===== config.mk =====
export PLATFORM = sky130hd
export DESIGN_NAME = aftab_mem_arbiter
export DESIGN_NICKNAME = d
export VERILOG_FILES = /design/src/rtl/aftab_arb_pkg.sv /design/src/rtl/aftab_arb_timeout.sv /design/src/rtl/aftab_mem_arbiter.sv
export SDC_FILE = /design/constraint.sdc
export NUM_CORES = 1
export LEC_CHECK = 0
export CAP_MARGIN = 20
export CORE_ASPECT_RATIO = 1.5
export CORE_MARGIN = 4
export CORE_UTILIZATION = 33
export DETAILED_ROUTE_END_ITERATION = 10
export PLACE_DENSITY = 0.92
export RECOVER_POWER = 50
export SLEW_MARGIN = 20
export SYNTH_ARGS = -nofsm -noshare
export SYNTH_HDL_FRONTEND = slang
export SYNTH_SLANG_ARGS = --single-unit

===== constraint.sdc =====
create_clock -name clk -period 4.3 [get_ports clk]
set_clock_uncertainty 0.2 [all_clocks]
set_input_delay 0.645 -clock clk [delete_from_list [all_inputs] [get_ports clk]]
set_output_delay 0.645 -clock clk [all_outputs]
set_load 0.02 [all_outputs]

===== src/rtl/aftab_arb_pkg.sv =====
// Shared definitions for the AFTAB core/debug memory arbiter: state encoding,
// requester indices and counter width helper.
package aftab_arb_pkg;

    typedef enum logic [1:0] {
        IDLE     = 2'b00,
        GNT_CORE = 2'b01,
        GNT_DBG  = 2'b10,
        ERR      = 2'b11
    } arbState_t;

    localparam int REQ_CORE = 0;
    localparam int REQ_DBG  = 1;

    // Bits needed to hold the values 0..maxVal.
    function automatic int cntWidth(input int maxVal);
        return $clog2(maxVal + 1);
    endfunction

endpackage


===== src/rtl/aftab_arb_timeout.sv =====
// Loadable up-counter that saturates at LIMIT; expire is high while the count
// sits at LIMIT. Used for both the ready timeout and the debug starvation count.
module aftab_arb_timeout
    import aftab_arb_pkg::*;
#(
    parameter int WIDTH = 8,
    parameter int LIMIT = 254
)(
    input  logic             clk,
    input  logic             rst,
    input  logic             clr,
    input  logic             inc,
    input  logic             load,
    input  logic [WIDTH-1:0] loadVal,
    output logic             expire
);

    localparam logic [WIDTH-1:0] LIMIT_V = WIDTH'(LIMIT);

    logic [WIDTH-1:0] count;

    always_ff @(posedge clk) begin
        if (!rst) begin
            count <= '0;
        end else if (clr) begin
            count <= '0;
        end else if (load) begin
            count <= loadVal;
        end else if (inc && (count != LIMIT_V)) begin
            count <= count + WIDTH'(1);
        end
    end

    assign expire = (count == LIMIT_V);

endmodule


===== src/rtl/aftab_mem_arbiter.sv =====
// Shares the byte-wide memory port between the AFTAB core and the debug memory
// path, holding the grant across locked multi-byte transactions.
//
//   state    | meaning
//   IDLE     | no owner; arbitrate active requesters
//   GNT_CORE | core owns the memory port
//   GNT_DBG  | debug path owns the memory port
//   ERR      | owner timed out; wait for it to release, grant nobody
module aftab_mem_arbiter
    import aftab_arb_pkg::*;
#(
    parameter int size           = 32,
    parameter int TIMEOUT_CYCLES = 255,
    parameter int DBG_MAX_CONSEC = 4
)(
    input  logic            clk,
    input  logic            rst,
    input  logic            core_mem_read,
    input  logic            core_mem_write,
    input  logic            core_mem_lock,
    input  logic [size-1:0] core_mem_addr,
    input  logic [7:0]      core_mem_data_out,
    output logic            core_mem_ready,
    output logic            core_mem_err,
    input  logic            dbg_mem_read,
    input  logic            dbg_mem_write,
    input  logic            dbg_mem_lock,
    input  logic [size-1:0] dbg_mem_addr,
    input  logic [7:0]      dbg_mem_data_out,
    output logic            dbg_mem_ready,
    output logic            dbg_mem_err,
    input  logic [7:0]      mem_data_in,
    input  logic            mem_ready,
    output logic            mem_read,
    output logic            mem_write,
    output logic [size-1:0] mem_addr,
    output logic [7:0]      mem_data_out,
    output logic            grant_core,
    output logic            grant_dbg
);

    localparam int TMO_W = cntWidth(TIMEOUT_CYCLES);
    localparam int STV_W = cntWidth(DBG_MAX_CONSEC);

    arbState_t state;
    logic      grantCore, grantDbg, coreErr, dbgErr, errOwner;

    logic coreActive, coreHolding, dbgActive, dbgHolding;
    logic inCore, inDbg, inIdle, granted, ownerActive;
    logic dbgWins, coreWins, starveFull, starveInc, starveClr;
    logic tmoClr, tmoInc, tmoExpire, timeoutHit;
    logic unusedDataIn;

    // Read data is wired straight from memory to both requesters outside this block.
    assign unusedDataIn = ^mem_data_in;

    assign coreActive  = core_mem_read | core_mem_write;
    assign coreHolding = coreActive | core_mem_lock;
    assign dbgActive   = dbg_mem_read | dbg_mem_write;
    assign dbgHolding  = dbgActive | dbg_mem_lock;

    assign inCore      = (state == GNT_CORE);
    assign inDbg       = (state == GNT_DBG);
    assign inIdle      = (state == IDLE);
    assign granted     = inCore | inDbg;
    assign ownerActive = (inCore & coreActive) | (inDbg & dbgActive);

    assign dbgWins   = dbgActive & (~coreActive | ~starveFull);
    assign coreWins  = coreActive & ~dbgWins;
    assign starveInc = inIdle & dbgWins & coreActive;
    assign starveClr = inIdle & (~coreActive | coreWins);

    // Counter saturates one below the limit: the next unready cycle is the fatal one.
    assign tmoClr     = ~granted | mem_ready;
    assign tmoInc     = ownerActive & ~mem_ready;
    assign timeoutHit = tmoInc & tmoExpire;

    aftab_arb_timeout #(.WIDTH(TMO_W), .LIMIT(TIMEOUT_CYCLES - 1)) uTimeout (
        .clk     (clk),
        .rst     (rst),
        .clr     (tmoClr),
        .inc     (tmoInc),
        .load    (1'b0),
        .loadVal ('0),
        .expire  (tmoExpire)
    );

    aftab_arb_timeout #(.WIDTH(STV_W), .LIMIT(DBG_MAX_CONSEC)) uStarve (
        .clk     (clk),
        .rst     (rst),
        .clr     (starveClr),
        .inc     (starveInc),
        .load    (1'b0),
        .loadVal ('0),
        .expire  (starveFull)
    );

    always_ff @(posedge clk) begin
        if (!rst) begin
            state     <= IDLE;
            grantCore <= 1'b0;
            grantDbg  <= 1'b0;
            coreErr   <= 1'b0;
            dbgErr    <= 1'b0;
            errOwner  <= 1'b0;
        end else begin
            coreErr <= 1'b0;
            dbgErr  <= 1'b0;
            case (state)
                IDLE: begin
                    if (dbgWins) begin
                        state    <= GNT_DBG;
                        grantDbg <= 1'b1;
                    end else if (coreWins) begin
                        state     <= GNT_CORE;
                        grantCore <= 1'b1;
                    end
                end
                GNT_CORE: begin
                    if (timeoutHit) begin
                        state     <= ERR;
                        grantCore <= 1'b0;
                        coreErr   <= 1'b1;
                        errOwner  <= 1'(REQ_CORE);
                    end else if (!coreHolding) begin
                        state     <= IDLE;
                        grantCore <= 1'b0;
                    end
                end
                GNT_DBG: begin
                    if (timeoutHit) begin
                        state    <= ERR;
                        grantDbg <= 1'b0;
                        dbgErr   <= 1'b1;
                        errOwner <= 1'(REQ_DBG);
                    end else if (!dbgHolding) begin
                        state    <= IDLE;
                        grantDbg <= 1'b0;
                    end
                end
                ERR: begin
                    if (errOwner == 1'(REQ_CORE) ? !coreHolding : !dbgHolding) begin
                        state <= IDLE;
                    end
                end
                default: state <= IDLE;
            endcase
        end
    end

    // Write wins over a simultaneous read from the same owner.
    assign mem_write    = (inCore & core_mem_write) | (inDbg & dbg_mem_write);
    assign mem_read     = (inCore & core_mem_read & ~core_mem_write)
                        | (inDbg & dbg_mem_read & ~dbg_mem_write);
    assign mem_addr     = inCore ? core_mem_addr : (inDbg ? dbg_mem_addr : '0);
    assign mem_data_out = inCore ? core_mem_data_out : (inDbg ? dbg_mem_data_out : 8'h00);

    assign core_mem_ready = inCore & mem_ready;
    assign dbg_mem_ready  = inDbg & mem_ready;
    assign core_mem_err   = coreErr;
    assign dbg_mem_err    = dbgErr;
    assign grant_core     = grantCore;
    assign grant_dbg      = grantDbg;

endmodule

; ---- Word level (Yosys, flattened, before mapping)
; Cells that the tools add are included.
[classes]
n_addsub = 2
eq_ne = 16
n_mux = 26
bitwise_logic = 36
reduce_logical = 16
[ops]
columns = operator, count
row1 = $mux W32, 2
row2 = $and A1 B1 Y1, 17
row3 = $mux W8, 2
row4 = $mux W2, 7
row5 = $mux W1, 11
row6 = $or A1 B1 Y1, 11
row7 = $add A8 B1 Y8 const B, 1
row8 = $eq A8 B8 Y1 const B, 1
row9 = $ne A2 B1 Y1 const B, 4
row10 = $ne A8 B8 Y1 const B, 1
row11 = $not A1 Y1, 8
row12 = $pmux W2 S4, 1
row13 = $reduce_and A4 Y1, 2
row14 = $ne A3 B2 Y1 const B, 2
row15 = $pmux W1 S2, 3
row16 = $reduce_and A3 Y1, 2
row17 = $reduce_bool A2 Y1, 3
row18 = $eq A2 B2 Y1 const B, 2
row19 = $ne A2 B2 Y1 const B, 2
row20 = $reduce_and A2 Y1, 2
row21 = $reduce_or A2 Y1, 2
row22 = $add A3 B1 Y3 const B, 1
row23 = $eq A3 B3 Y1 const B, 1
row24 = $ne A3 B1 Y1 const B, 1
row25 = other kinds (5), 7
[word_totals]
reg_bits = 18
inputBits = 97
out_inout_bits = 48
word_cells = 104

; ---- Depth between registers and ports, before layout
[logic_depth]
depth_word = 9
mapped_depth = 8
mapped_depth_nobuf = 7

; ---- Modules after synthesis
; A second synthesis with hierarchy kept.
[unflattened]
cells_unflattened = 205
hier_area_um2 = 1644.1
[modules_own_cells]
columns = module, n_inst, cells_per_inst, area_each_um2, seq_area_each_um2
row1 = aftab_mem_arbiter, 1, 117, 948.4, 140.1
row2 = aftab_arb_timeout at uTimeout, 1, 66, 505.5, 160.2
row3 = aftab_arb_timeout at uStarve, 1, 22, 190.2, 60.1

; ---- Least setup slack after synthesis
; OpenSTA, ideal clock, no wires.
[synth_timing]
path_type = register to output
start = register state[0]
end = output mem_addr[27]
arrival_ns = 1.619
slack_ns = 1.836
stages_incl_launch_ff = 8
path_cell_list = dfxtp_1 -> inv_1 -> ha_1 -> inv_2 -> nor2_1 -> clkbuf_1 -> buf_2 -> a22o_1
[synth_via]
elab_chain_len = 3
word_cells_on_any_way = 4
[synth_rtl]
columns = item, line_no
row1 = from (decl), aftab_mem_arbiter.sv:45  ; arbState_t state;
row2 = from (signal assigned), aftab_mem_arbiter.sv:100  ; state <= IDLE;
row3 = from (signal assigned), aftab_mem_arbiter.sv:112  ; state <= GNT_DBG;
row4 = from (signal assigned), aftab_mem_arbiter.sv:115  ; state <= GNT_CORE;
row5 = $eq A2 B2 Y1, aftab_mem_arbiter.sv:63  ; assign inDbg = (state == GNT_DBG);
row6 = net inDbg, aftab_mem_arbiter.sv:49  ; logic inCore, inDbg, inIdle, granted, ownerActive;
row7 = $mux W32 (2 in a row), aftab_mem_arbiter.sv:155  ; assign mem_addr = inCore ? core_mem_addr : (inDbg ? dbg_mem_addr : '0);
row8 = to (decl), aftab_mem_arbiter.sv:36  ; output logic [size-1:0] mem_addr,
; The timed path passes the listed nets, and every way through them passes these cells.

; ---- Worst setup path after layout
[layout_timing]
start = register state[1]
end = output mem_addr[10]
[layout_via]
elab_chain_len = 3
word_cells_on_any_way = 4
[layout_rtl]
columns = item, line_no
row1 = $eq A2 B2 Y1, aftab_mem_arbiter.sv:63
row2 = $mux W32, aftab_mem_arbiter.sv:155
row3 = $mux W32 *, aftab_mem_arbiter.sv:155
; Every way passes the cells marked *; elsewhere a longest branch is shown, timed or not.

==> summary.md <==
| Metric | Value |
|---|---|
| Power Dens Cells | `526 mW/mm²` |
| Post-synthesis async set-or-reset flop share | `0` |
| Hold Buf Count CTS | `0` |
| Commonest non-fill, non-tap cell in the layout | `clkdlybuf4s50_1` |
| Multi-input logic area | `~0.0011 mm²` |
| Fillers | `around 380` |
| DR vias | `2031` |
| Insertion delay to the later sink of the worst-skew pair | `0.26 ns` |
| Crit-path max FO | `~50` |
| # diodes | `0` |
| Layout Utilization | `0.653` |
| Wl on met1 | `2450 µm` |
| WL met3 | `658 µm` |
| Final Max Tran Viols | `0` |
| Sw Ratio | `0.468` |
| Mapped Avg Cell Area | `8.41 µm²` |
| Slowest-stage cell, CP | `dlygate4sd3_1` |
| Die Y | `91.4 µm` |
| CP Data Arrival Time | `2.85 ns` |
| Worst setup EP type | `primary output` |
| Register bit total from synthesis | `18` |
| VDD IR max | `233 µV` |
| Final setup viols | `0` |
| EDFF count, synth | `0` |
| Max Freq | `271 MHz` |
| # clock sinks | `18` |
| Outcome | `finished, final reports clean` |
| Syn_nets | `287` |
| Initial Utilization | `0.340` |
| Largest net degree at the start of global routing | `52` |
| CTS tree | `done` |
| Sequential area share after synthesis | `0.235` |
| Width of the chip | `63.6 µm` |
| Slew @ Worst Pin | `1.18 ns` |
| Remaining DRCs | `0` |
| Nets@finish | `419` |
| Setup TNS | `0 ns` |
| DP HPWL | `5280 µm` |
| Vias in the first global route | `2058` |
| P_leak | `about 1.1 nW` |
| Inserted Clock Buffers | `3` |
| Die footprint | `0.00582 mm²` |
| Wirelength per Cell | `18.4 µm` |
| Initial antenna violation count | `0` |
| Port bufs | `between 100 and 150` |
| Mapped Area | `0.00153 mm²` |
| Clock period minus worst slack | `roughly 3.7 ns` |
| RSZ-0062 raised after global routing | `no` |
| First drt pass iteration count | `4` |
| Fin crit share | `0.859` |
| Placer Congestion | `0.949` |
| Clock Tree Buf Depth | `2` |
| Cell family with most CP delay | `buffers and inverters` |
| Hold crit path type | `reg -> reg` |
| Row count | `30` |
| WP data required | `3.45 ns` |
| Synth Warn # | `0` |
| Kind of critical path | `reg -> out` |
| Design Power | `1.55 mW` |
| Core area | `0.00450 mm²` |
| Dpl cells | `about 360` |
| Max-cap viol count | `0` |
| Antenna viol nets, final | `0` |
| Synth Flop Type | `dfxtp_1` |
| Top routing layer in use | `met4` |
| Post-CTS setup buffers | `0` |
| Startpoint Class | `flip-flop` |
| Unique masters post-synth | `47` |
| First-pass GRT wire length | `10000 µm` |
| Grt ovf | `0` |
| Internal Power | `~800 µW` |
| Most frequent cells in the layout | `clkdlybuf4s50_1, a22o_1, dfxtp_1` |
| Crit path cell chain | `inv_1, ha_1, buf_4, nor2_2, clkbuf_2, a22o_1, dlygate4sd3_1` |
| Root Driver | `clkbuf_8` |
| Post-cts sizing count | `0` |
| Seq. cell area | `360 µm²` |
| Layout cells sized above 1 | `0.0479` |
| Iteration-0 DRC Markers | `~160` |
| H-tree levels | `1` |
| Wire length on met2 | `between 3000 and 4000 µm` |
| Area growth, synth to finish | `92.0%` |
| GRT Total Usage | `0.215` |
| Boundary pin count | `145` |
| CTS clk-pin slew, worst paths | `roughly 0.080 ns` |
| Max_slew headroom | `0.212` |
| Seq pwr share | `0.134` |
| Final hold violation count | `0` |
| Power share of the clock group | `0.092` |
| Drt total wl | `roughly 6600 µm` |
| Largest stage delay, worst path | `0.68 ns` |
| Buf/Inv on CP | `4` |
| Mapped Cells | `between 150 and 200` |
| Post-DR vias/cell | `between 5 and 6` |
| Final std cells w/o fill | `roughly 360` |
| Switching power | `723 µW` |
| Gate power share | `0.775` |
-- Yosys cell counts, drive strengths merged, types with 2 or more instances --
cell    number  area share
inv          8       0.020
buf          3      0.0090
and2         5       0.021
nor4         3       0.020
nand3b       2      0.0098
a22o        40        0.23
or2          2      0.0082
o21a         2      0.0098
nand2       12       0.029
o21ai        6       0.020
nor2        17       0.042
a21boi       3       0.015
and4         3       0.017
xnor2        4       0.023
o32ai        2       0.016
clkbuf       8       0.020
nand4        4       0.016
xor2         3       0.017
a21oi        6       0.020
nor4b        2       0.025
a31oi        2      0.0082
dfxtp       18        0.24
nand3        3      0.0098
ha           8       0.065
-- cells by family after synthesis --
kind of cell	count (synthesis)	share of synthesized area
AND/OR/NAND/NOR	60	0.231
buffers and inverters	19	0.0482
XOR/XNOR	7	0.0400
AO/OA/AOI/OAI	69	0.373
flip-flops	18	0.235
adder cells (fa/ha/maj)	8	0.0654
multiplexers	1	0.00735
-- worst paths after layout --
check / from / to / slack [ns] / cells past startpoint
worst max-delay path: state[1] / mem_addr[10] / 0.61 / 7
worst min-delay path: uStarve.count[1] / uStarve.count[1] / 0.32 / 2
worst max register to register: state[0] / state[0] / 1.22 / 7
worst min register to register: uStarve.count[1] / uStarve.count[1] / 0.32 / 2
-- per-layer routing --
metal / vias up / GRT usage
li1: 959 / -
met1: 917 / 0.227
met2: 139 / 0.405
met3: 16 / 0.0569
met4: 0 / 0.0649
met5: - / 0
-- sequential cells by signal (all words and copies together) (netlist names) --
| signal | cells |
|---|---|
| dbg_mem_err | 1 |
| uStarve.count | 3 |
| grant_core | 1 |
| core_mem_err | 1 |
| errOwner | 1 |
| state | 2 |
| grant_dbg | 1 |
| uTimeout.count | 8 |
-- layout make-up --
class | instances | share of cell area
inverters | 8 | 0.0102
repair buffers | 138 | 0.467
clock buffers | 4 | 0.0187
well taps | 48 | 0.0204
flip-flops and latches | 18 | 0.123
multi-input cells | 145 | 0.361
-- power by group through the flow --
stage | clock [mW] | sequential (mW) | combinational, mW
2_1_floorplan | 0 | 0.213 | 0.667
3_3_place_gp | 0 | 0.209 | 1.19
3_5_place_dp | 0 | 0.210 | 1.21
4_1_cts | 0.141 | 0.207 | 1.22
5_1_grt | 0.151 | 0.209 | 1.25
6_report | 0.142 | 0.207 | 1.20
-- stage by stage --
| step | hold WS (ns) | area [µm²] | setup slack (ns) |
|---|---|---|---|
| final | 0.316 | 2940 | 0.607 |
| after global routing | 0.351 | 2940 | 0.459 |
| after CTS | 0.315 | 2980 | 0.893 |
| after detailed placement | 0.303 | 2930 | 1.19 |
| after global placement | 0.263 | 2930 | 1.25 |
| after floorplan | 0.249 | 1530 | 1.84 |
-- worst min-delay path: cells and delay by family, from the launching register on --
| family | cells | cell delay (ns) |
|---|---|---|
| flops | 1 | 0.33 |
| simple gates | 1 | 0.08 |
| compound gates | 1 | 0.06 |
Power figures use the tool's default switching activity.
